File: config.mk
export PLATFORM = sky130hd
export DESIGN_NAME = cf_math_seq_unit
export DESIGN_NICKNAME = d
export VERILOG_FILES = /design/src/rtl/cf_math_pkg.sv /design/src/rtl/cf_math_div_step.sv /design/src/rtl/cf_math_seq_unit.sv
export SDC_FILE = /design/constraint.sdc
export NUM_CORES = 1
export LEC_CHECK = 0
export CAP_MARGIN = 20
export CORE_ASPECT_RATIO = 0.75
export CORE_MARGIN = 5
export CORE_UTILIZATION = 59
export CTS_BUF_LIST = sky130_fd_sc_hd__clkbuf_4
export DETAILED_ROUTE_END_ITERATION = 6
export PLACE_DENSITY = 0.84
export SLEW_MARGIN = 20
export SYNTH_ARGS = -nofsm -noshare
export SYNTH_HDL_FRONTEND = slang
export SYNTH_SLANG_ARGS = --single-unit
File: constraint.sdc
create_clock -name clk_i -period 5.64 [get_ports clk_i]
set_clock_uncertainty 0.2 [all_clocks]
set_input_delay 1.692 -clock clk_i [delete_from_list [all_inputs] [get_ports clk_i]]
set_output_delay 1.692 -clock clk_i [all_outputs]
set_load 0.01 [all_outputs]
File: src/rtl/cf_math_pkg.sv
// Shared types for the runtime ceil/floor division and ceil-log2 unit.
package cf_math_pkg;

   typedef enum logic [1:0] {
      OP_CEIL_DIV  = 2'd0,
      OP_FLOOR_DIV = 2'd1,
      OP_CLOG2     = 2'd2,
      OP_RSVD      = 2'd3
   } op_e;

   typedef enum logic [1:0] {
      IDLE = 2'd0,
      CALC = 2'd1,
      DONE = 2'd2
   } state_e;

endpackage

File: src/rtl/cf_math_div_step.sv
// One restoring-division step: shift in the next dividend bit, subtract the divisor if it fits.
module cf_math_div_step #(
   parameter int WIDTH = 32
) (
   input  logic [WIDTH-1:0] i_rem,
   input  logic             i_bit,
   input  logic [WIDTH-1:0] i_div,
   output logic [WIDTH-1:0] o_rem,
   output logic             o_q
);

   logic [WIDTH+1:0] w_trial;
   logic [WIDTH+1:0] w_diff;

   // Two guard bits: the trial value can reach 2*div-1, so bit WIDTH+1 is a clean borrow flag.
   assign w_trial = {1'b0, i_rem, i_bit};
   assign w_diff  = w_trial - {2'b00, i_div};
   assign o_q     = ~w_diff[WIDTH+1];
   assign o_rem   = o_q ? w_diff[WIDTH-1:0] : w_trial[WIDTH-1:0];

endmodule

File: src/rtl/cf_math_seq_unit.sv
// Multi-cycle ceil/floor division and ceil(log2) with valid/ready on both sides.
// Input handshake: in_valid_i & in_ready_o; output handshake: out_valid_o & out_ready_i.
module cf_math_seq_unit
   import cf_math_pkg::*;
#(
   parameter int WIDTH = 32
) (
   input  logic             clk_i,
   input  logic             rst_ni,
   input  logic             flush_i,
   input  logic             in_valid_i,
   output logic             in_ready_o,
   input  logic [1:0]       op_i,
   input  logic [WIDTH-1:0] a_i,
   input  logic [WIDTH-1:0] b_i,
   output logic             out_valid_o,
   input  logic             out_ready_i,
   output logic [WIDTH-1:0] result_o,
   output logic             err_o
);

   localparam int CNT_W = $clog2(WIDTH + 1);

   state_e             r_state;
   op_e                r_op;
   logic [WIDTH-1:0]   r_rem;
   logic [WIDTH-1:0]   r_quo;
   logic [WIDTH-1:0]   r_b;
   logic [WIDTH-1:0]   r_result;
   logic               r_err;
   logic [CNT_W-1:0]   r_cnt;

   op_e                w_op_in;
   logic [WIDTH-1:0]   w_rem_next;
   logic               w_q_bit;
   logic [WIDTH-1:0]   w_quo_next;
   logic               w_last;
   logic               w_round_up;

   assign w_op_in    = op_e'(op_i);
   assign w_quo_next = {r_quo[WIDTH-2:0], w_q_bit};
   assign w_last     = (r_cnt == CNT_W'(WIDTH - 1));
   assign w_round_up = (r_op == OP_CEIL_DIV) && (w_rem_next != '0);

   // r_quo doubles as the dividend shift register: its MSB feeds the step, the new quotient bit enters at the LSB.
   cf_math_div_step #(.WIDTH(WIDTH)) u_div_step (
      .i_rem (r_rem),
      .i_bit (r_quo[WIDTH-1]),
      .i_div (r_b),
      .o_rem (w_rem_next),
      .o_q   (w_q_bit)
   );

   always_ff @(posedge clk_i or negedge rst_ni) begin
      if (!rst_ni) begin
         r_state  <= IDLE;
         r_op     <= OP_CEIL_DIV;
         r_rem    <= '0;
         r_quo    <= '0;
         r_b      <= '0;
         r_result <= '0;
         r_err    <= 1'b0;
         r_cnt    <= '0;
      end else if (flush_i) begin
         r_state <= IDLE;
      end else begin
         case (r_state)
            IDLE: begin
               if (in_valid_i) begin
                  r_op  <= w_op_in;
                  r_b   <= b_i;
                  r_quo <= a_i;
                  r_cnt <= '0;
                  r_err <= 1'b0;
                  // For CLOG2 the remainder register holds v = a-1 (0 when a==0).
                  r_rem <= (w_op_in == OP_CLOG2 && a_i != '0) ? a_i - WIDTH'(1) : '0;
                  if (w_op_in == OP_RSVD) begin
                     r_result <= '0;
                     r_err    <= 1'b1;
                     r_state  <= DONE;
                  end else if (w_op_in != OP_CLOG2 && b_i == '0) begin
                     r_result <= '1;
                     r_err    <= 1'b1;
                     r_state  <= DONE;
                  end else begin
                     r_state <= CALC;
                  end
               end
            end
            CALC: begin
               if (r_op == OP_CLOG2) begin
                  if (r_rem != '0) begin
                     r_rem <= r_rem >> 1;
                     r_cnt <= r_cnt + CNT_W'(1);
                  end else begin
                     r_result <= WIDTH'(r_cnt);
                     r_state  <= DONE;
                  end
               end else begin
                  r_rem <= w_rem_next;
                  r_quo <= w_quo_next;
                  r_cnt <= r_cnt + CNT_W'(1);
                  if (w_last) begin
                     r_result <= w_quo_next + WIDTH'(w_round_up);
                     r_state  <= DONE;
                  end
               end
            end
            DONE: begin
               if (out_ready_i) r_state <= IDLE;
            end
            default: r_state <= IDLE;
         endcase
      end
   end

   assign in_ready_o  = (r_state == IDLE);
   assign out_valid_o = (r_state == DONE);
   assign result_o    = r_result;
   assign err_o       = r_err;

endmodule
## Yosys cells after proc, flatten, opt, wreduce, memory -nomap -nowiden

Cells that the tools add are included.

| storage, ports and cells | value |
|---|---|
| flip-flop bits (word level) | 139 |
| bits of input ports | 71 |
| logic and storage cells | 77 |

| cells by class | value |
|---|---|
| $add $sub $neg | 4 |
| reduce and logical (&&, ||, !) cells | 15 |
| bitwise operators | 2 |
| mux-type cells | 31 |
| equality and inequality tests | 17 |

Operator list:

| kind | count |
|---|---|
| $mux W32 | 13 |
| $pmux W32 S2 | 3 |
| $reduce_bool A32 Y1 | 3 |
| $sub A33 B32 Y34 | 1 |
| $add A32 B1 Y32 | 1 |
| $logic_not A32 Y1 | 1 |
| $sub A32 B1 Y32 const B | 1 |
| $mux W6 | 3 |
| $mux W2 | 8 |
| $ne A3 B3 Y1 const B | 4 |
| $pmux W6 S2 | 1 |
| $reduce_and A4 Y1 | 3 |
| $eq A2 B2 Y1 const B | 4 |
| $ne A4 B4 Y1 const B | 2 |
| $add A6 B1 Y6 const B | 1 |
| $eq A6 B5 Y1 const B | 1 |
| $ne A2 B2 Y1 const B | 3 |
| $pmux W2 S3 | 1 |
| $reduce_and A6 Y1 | 1 |
| $logic_not A2 Y1 | 2 |
| $logic_and A1 B1 Y1 | 3 |
| $ne A3 B1 Y1 const B | 1 |
| $ne A3 B2 Y1 const B | 1 |
| $reduce_and A3 Y1 | 1 |
| 4 further kinds | 6 |

## Logic depth before layout (Yosys ltp)

| depth | value |
|---|---|
| depth in word-level cells | 8 |
| depth in mapped cells | 24 |

## Hierarchy

A second synthesis with hierarchy kept.

| unflattened totals | value |
|---|---|
| cells, all modules | 1,209 |
| area total of the unflattened synthesis | 10,035.9 µm² |

By module, submodules not included:

| module | cells an instance | area each (µm²) | instances | sequential area each (µm²) |
|---|---|---|---|---|
| cf_math_seq_unit | 836 | 7,606.0 | 1 | 3,478.3 |
| cf_math_div_step | 373 | 2,429.8 | 1 | 0.0 |

## Least setup slack after synthesis

OpenSTA, ideal clock, no wires.

| timing | value |
|---|---|
| path kind | flip-flop to flip-flop |
| from | reg r_quo[31] |
| to | reg r_result[26] (netlist: result_o[26]) |
| arrival | 4.516 ns |
| setup slack | 0.790 ns |
| setup time | 0.134 ns |
| period minus slack after synthesis | 4.850 ns |
| required time | 5.306 ns |
| cell stages (with the launch flop) | 25 |
| cell sequence | dfrtp_1 > inv_1 > ha_1 > inv_1 > fa_1 > a21oi_1 > o211ai_1 > a211oi_1 > o21ai_0 > a21oi_1 > o41ai_1 > xnor2_1 > a32oi_1 > a211oi_1 > a311oi_1 > ha_1 > ha_1 > nand2_1 > nor3_1 > and2_0 > and3_1 > nand4_1 > xnor2_1 > a21oi_1 > o21ai_0 |

| between the ends | value |
|---|---|
| longest elaborated chain between the ends | 8 |
| elaborated cells on any way between the ends | 9 |
| classes of those cells | add/sub: 2; mux: 4; bitwise: 1; reduce/logical: 2 |

Ends and longest elaborated chain:

| what | RTL line | RTL |
|---|---|---|
| from (decl) | cf_math_seq_unit.sv:27 | `logic [WIDTH-1:0] r_quo;` |
| from (signal assigned) | cf_math_seq_unit.sv:72 | `r_quo <= a_i;` |
| from (signal assigned) | cf_math_seq_unit.sv:101 | `r_quo <= w_quo_next;` |
| $sub A33 B32 Y34 | cf_math_div_step.sv:17 | `assign w_diff = w_trial - {2'b00, i_div};` |
| $mux W32 | cf_math_div_step.sv:19 | `assign o_rem = o_q ? w_diff[WIDTH-1:0] : w_trial[WIDTH-1:0];` |
| $reduce_bool A32 Y1 | cf_math_seq_unit.sv:43 | `assign w_round_up = (r_op == OP_CEIL_DIV) && (w_rem_next != '0);` |
| $logic_and A1 B1 Y1 | cf_math_seq_unit.sv:43 |  |
| $add A32 B1 Y32 * | cf_math_seq_unit.sv:104 | `r_result <= w_quo_next + WIDTH'(w_round_up);` |
| $mux W32 * | cf_math_seq_unit.sv:103 | `if (w_last) begin` |
| $mux W32 * | cf_math_seq_unit.sv:91 | `if (r_op == OP_CLOG2) begin` |
| $pmux W32 S2 * | cf_math_seq_unit.sv:67 | `case (r_state)` |
| to (signal assigned) | cf_math_seq_unit.sv:96 | `r_result <= WIDTH'(r_cnt);` |
| to (signal assigned) | cf_math_seq_unit.sv:104 |  |
| to (decl) | cf_math_seq_unit.sv:29 | `logic [WIDTH-1:0] r_result;` |

Every way passes the cells marked *; elsewhere a longest branch is shown, timed or not. The select of a mux whose other input is x is not followed.
A chain may end at the register's enable or synchronous reset.

## Final worst setup path

| timing | value |
|---|---|
| from | reg r_rem[15] |
| to | reg r_result[21] (netlist: result_o[21]) |

| between the ends | value |
|---|---|
| longest elaborated chain between the ends | 8 |
| elaborated cells on any way between the ends | 12 |
| classes of those cells | add/sub: 2; eq/ne: 1; mux: 4; bitwise: 1; reduce/logical: 4 |

Ends and longest elaborated chain:

| what | RTL line | RTL |
|---|---|---|
| from (decl) | cf_math_seq_unit.sv:26 | `logic [WIDTH-1:0] r_rem;` |
| from (signal assigned) | cf_math_seq_unit.sv:76 | `r_rem <= (w_op_in == OP_CLOG2 && a_i != '0) ? a_i - WIDTH'(1) : '0;` |
| from (signal assigned) | cf_math_seq_unit.sv:93 | `r_rem <= r_rem >> 1;` |
| from (signal assigned) | cf_math_seq_unit.sv:100 | `r_rem <= w_rem_next;` |
| $sub A33 B32 Y34 | cf_math_div_step.sv:17 |  |
| $mux W32 | cf_math_div_step.sv:19 |  |
| $reduce_bool A32 Y1 | cf_math_seq_unit.sv:43 |  |
| $logic_and A1 B1 Y1 | cf_math_seq_unit.sv:43 |  |
| $add A32 B1 Y32 | cf_math_seq_unit.sv:104 |  |
| $mux W32 | cf_math_seq_unit.sv:103 |  |
| $mux W32 | cf_math_seq_unit.sv:91 |  |
| $pmux W32 S2 | cf_math_seq_unit.sv:67 |  |

Parallel ways exist; a longest one is shown, timed or not. The select of a mux whose other input is x is not followed.

==> flow_metrics.env <==
export IMPL_postSynthCellCount=1213
export IMPL_required_ps=5870
export IMPL_synth_seq_cells=139
export IMPL_holdPathStages=2
export IMPL_combPwrFrac=0.676
export IMPL_syn_area_per_cell_sq_um=8.050
export IMPL_routabilityCongestion=0.9548
export IMPL_fillers=1266
export IMPL_gr_usage_all_layers=0.3105
export IMPL_p_seq_frac=0.237
export IMPL_holdCritPathClass="reg2reg"
export IMPL_crit_fanout=7
export IMPL_finalSetupViolations=0
export IMPL_p_int_mw=4.012
export IMPL_vias_per_cell=6.317
export IMPL_num_io_pins=106
export IMPL_vdd_drop_max_mv=0.3812
export IMPL_synth_area_sq_um=9764
export IMPL_start_util=0.6059
export IMPL_clk_latency_ps=560
export IMPL_wl_per_cell_um=19.50
export IMPL_reg2reg_slack_ps=260
export IMPL_ys_flop_type="dfrtp_1"
export IMPL_fin_crit_ps=5381
export IMPL_fin_util=0.7267
export IMPL_muxShareOfSynthArea=0.03152
export IMPL_via_count=9816
export IMPL_seqCellArea_sq_um=3478
export IMPL_fp_coreArea_sq_um=16120
export IMPL_cp_slowest_stage_delay_ps=640
export IMPL_relSlewSlack=0.3031
export IMPL_synth_adder_area_share=0.05074
export IMPL_drive_above_1_share=0.1161
export IMPL_post_place_ws_ps=-4.524
export IMPL_violations="DRC"
export IMPL_power_net_switching_mw=4.080
export IMPL_max_freq_mhz=185.8
export IMPL_r2r_start="r_rem[15]$_DFFE_PN0P_"
export IMPL_grt_pass1_vias=8997
export IMPL_seq_area_frac_synth=0.3562
export IMPL_dieHeight_um=121.4
export IMPL_diodes=0
export IMPL_grt_pass1_wl_mm=47.48
export IMPL_synth_cell_type_count=73
export IMPL_area_delta_synth_final_pct=19.94
export IMPL_r2r_end="result_o[21]$_DFFE_PN0P_"
export IMPL_cts_max_level=4
export IMPL_die_w_um=158.5
export IMPL_rows=40
export IMPL_slew_violations=0
export IMPL_cts_clk_slew_worst_paths_ps=130
export IMPL_multi_input_area_sq_um=5972
export IMPL_synth_async_reset_ratio=1.000
export IMPL_synth_top_family_by_area="simple AND/OR/NAND/NOR gates"
export IMPL_setup_ws_ps=259.1
export IMPL_wl_mm=30.30
export IMPL_worstSetupEndpointType="flop"
export IMPL_hold_buffers=0
export IMPL_first_iter_violations=1485
export IMPL_dp_hpwl_mm=22.28
export IMPL_path_common_cell="nand3_1"
export IMPL_worstMarginPinSlew_ps=1043
export IMPL_status="complete, but fails checks"
export IMPL_p_leak_nw=4.928
export IMPL_ff2ff_path_depth=22
export IMPL_cp_slowest_cell="o21ai_0"
export IMPL_period_share=0.9541
export IMPL_nets=1441
export IMPL_ant_nets=0
export IMPL_grt_overflow_total=0
export IMPL_antenna_found_initial=0
export IMPL_start_kind="flop"
export IMPL_p_clk_frac=0.087
export IMPL_critical_path_class="reg2reg"
export IMPL_numCtsBuffers=17
export IMPL_numPortBuffers=105
export IMPL_cts_root_buf="clkbuf_4"
export IMPL_power_density_nw_per_um2=691.0
export IMPL_cp_arrival_ps=5610
export IMPL_syn_nets=1323
export IMPL_drv_cap=0
export IMPL_path_cells="ha_1 -> nand2_1 -> o21ai_0 -> nand3_1 -> nand3_1 -> a31oi_2 -> buf_4 -> buf_4 -> a32oi_1 -> a2111oi_4 -> a311oi_2 -> buf_4 -> ha_1 -> nand3_1 -> nor4_2 -> nand3_1 -> nor2_2 -> buf_4 -> nand3_1 -> xnor2_1 -> a21oi_1 -> o21ai_0"
export IMPL_synth_simple_area_share=0.2182
export IMPL_hold_end="result_o[18]$_DFFE_PN0P_"
export IMPL_swShare=0.5042
export IMPL_clkSinkCount=139
export IMPL_synth_xor_area_share=0.08162
export IMPL_finalHoldViolCount=0
export IMPL_cts_path_max_buffers=2
export IMPL_drc=12
export IMPL_die_area_sq_um=19250
export IMPL_grt_max_degree=99
export IMPL_hold_slack_ps=294.7
export IMPL_firstDrtPassIters=7
export IMPL_min_from="result_o[18]$_DFFE_PN0P_"
export IMPL_ys_warnings_count=0
export IMPL_synth_edf_count=0
export IMPL_synth_compound_area_frac=0.2109
export IMPL_cts_tree="yes"
through the flow:
stage                     TNS, ps  area [sq um]  instances  power (mW)
after floorplan                 0          9764       1213       5.228
after global placement          0         11220       1512       6.848
after detailed placement   -4.524         11220       1512       6.908
after CTS                       0         11520       1544       7.651
after global routing       -53.61         11710       1554       8.659
final                           0         11710       1554       8.092
worst max-delay path: cells and delay by family, from the launching register on:
kind	cells	cell delay (ps)
AND/OR/NAND/NOR	8	1570
AO/OA/AOI/OAI	7	1630
flip-flops	1	480
adder cells (fa/ha/maj)	2	610
buffers and inverters	4	640
XOR/XNOR	1	130
layer usage:
| layer | track usage | up-vias | share of wire |
|---|---|---|---|
| met5 | 0 | - | 0 |
| met4 | 0.06020 | 0 | 0.013 |
| met3 | 0.08627 | 40 | 0.12 |
| met2 | 0.4389 | 545 | 0.42 |
| met1 | 0.4737 | 4649 | 0.45 |
| li1 | - | 4582 | - |
power by group through the flow:
stage	Sequential, mW	Clock (mW)	Combinational [mW]
final	1.92	0.706	5.47
after CTS	1.90	0.710	5.05
after floorplan	1.82	0	3.41
after global placement	1.91	0	4.94
after global routing	1.97	0.756	5.93
after detailed placement	1.91	0	4.99
synthesized netlist by cell type (4+ instances only):
cell | n | area share
nand2_1 | 231 | 0.089
dfrtp_1 | 139 | 0.36
o21ai_0 | 128 | 0.066
nor2_1 | 82 | 0.032
a21oi_1 | 78 | 0.040
clkbuf_1 | 56 | 0.022
xnor2_1 | 55 | 0.049
inv_1 | 49 | 0.019
ha_1 | 38 | 0.049
xor2_1 | 36 | 0.032
a31oi_1 | 33 | 0.021
nand3_1 | 32 | 0.016
a222oi_1 | 25 | 0.026
nor4_1 | 23 | 0.015
mux2_2 | 22 | 0.025
nand4_1 | 19 | 0.012
nor3_1 | 18 | 0.0092
o21a_1 | 10 | 0.0077
o31ai_1 | 9 | 0.0069
and3_1 | 8 | 0.0051
a21o_1 | 7 | 0.0054
buf_2 | 7 | 0.0036
nor2b_1 | 7 | 0.0045
mux2i_1 | 6 | 0.0062
a211oi_1 | 5 | 0.0038
and4_1 | 5 | 0.0045
nand2b_1 | 5 | 0.0032
o211ai_1 | 5 | 0.0038
a221oi_1 | 4 | 0.0036
and2_1 | 4 | 0.0026
or3_1 | 4 | 0.0026
or4_1 | 4 | 0.0031
timing repair:
action | in CTS | in global routing
pin swaps | 0 | 9
setup endpoints to repair | 3 | 26
gates resized for setup | 1 | 27
buffers inserted | 0 | 9
cloned | 0 | 1
cell families (layout without fill, tap and decap cells):
family / count (synthesis) / after routing
AND/OR/NAND/NOR: 462 / 462
flip-flops: 139 / 139
XOR/XNOR: 91 / 91
AO/OA/AOI/OAI: 336 / 337
buffers and inverters: 118 / 248
multiplexers: 28 / 28
adder cells (fa/ha/maj): 39 / 39
worst max path at each step:
stage,from,end,slack (ps)
after floorplan,r_quo[31]$_DFFE_PN0P_,result_o[26]$_DFFE_PN0P_,790
after global placement,r_rem[19]$_DFFE_PN0P_,result_o[26]$_DFFE_PN0P_,80
after detailed placement,r_rem[19]$_DFFE_PN0P_,result_o[26]$_DFFE_PN0P_,-5
after CTS,r_quo[31]$_DFFE_PN0P_,result_o[26]$_DFFE_PN0P_,0.7
after global routing,r_quo[31]$_DFFE_PN0P_,result_o[31]$_DFFE_PN0P_,-40
final,r_rem[15]$_DFFE_PN0P_,result_o[21]$_DFFE_PN0P_,260
flip-flops by register name, indices dropped and copies added, names as in the netlist:
signal	count
r_b	32
r_quo	32
r_rem	32
result_o	32
r_cnt	6
r_op	2
r_state	2
err_o	1
layout by cell type (no fill, tap or decap), types with 35 or more instances in the layout:
cell type          n
nand2_1          230
dfrtp_1          139
o21ai_0          123
clkdlybuf4s50_1  104
nor2_1            80
a21oi_1           75
buf_4             62
xnor2_1           55
inv_1             49
xor2_1            36
ha_1              35
final cells by class:
cell class	instances	area share
Tap cell	210	0.02244
Multi-Input combinational cell	957	0.5099
Clock buffer	18	0.01154
Inverter	49	0.01571
Clock inverter	14	0.01378
Sequential cell	139	0.2970
Timing Repair Buffer	167	0.1296
Note: power is estimated with default switching activity, not from simulation.
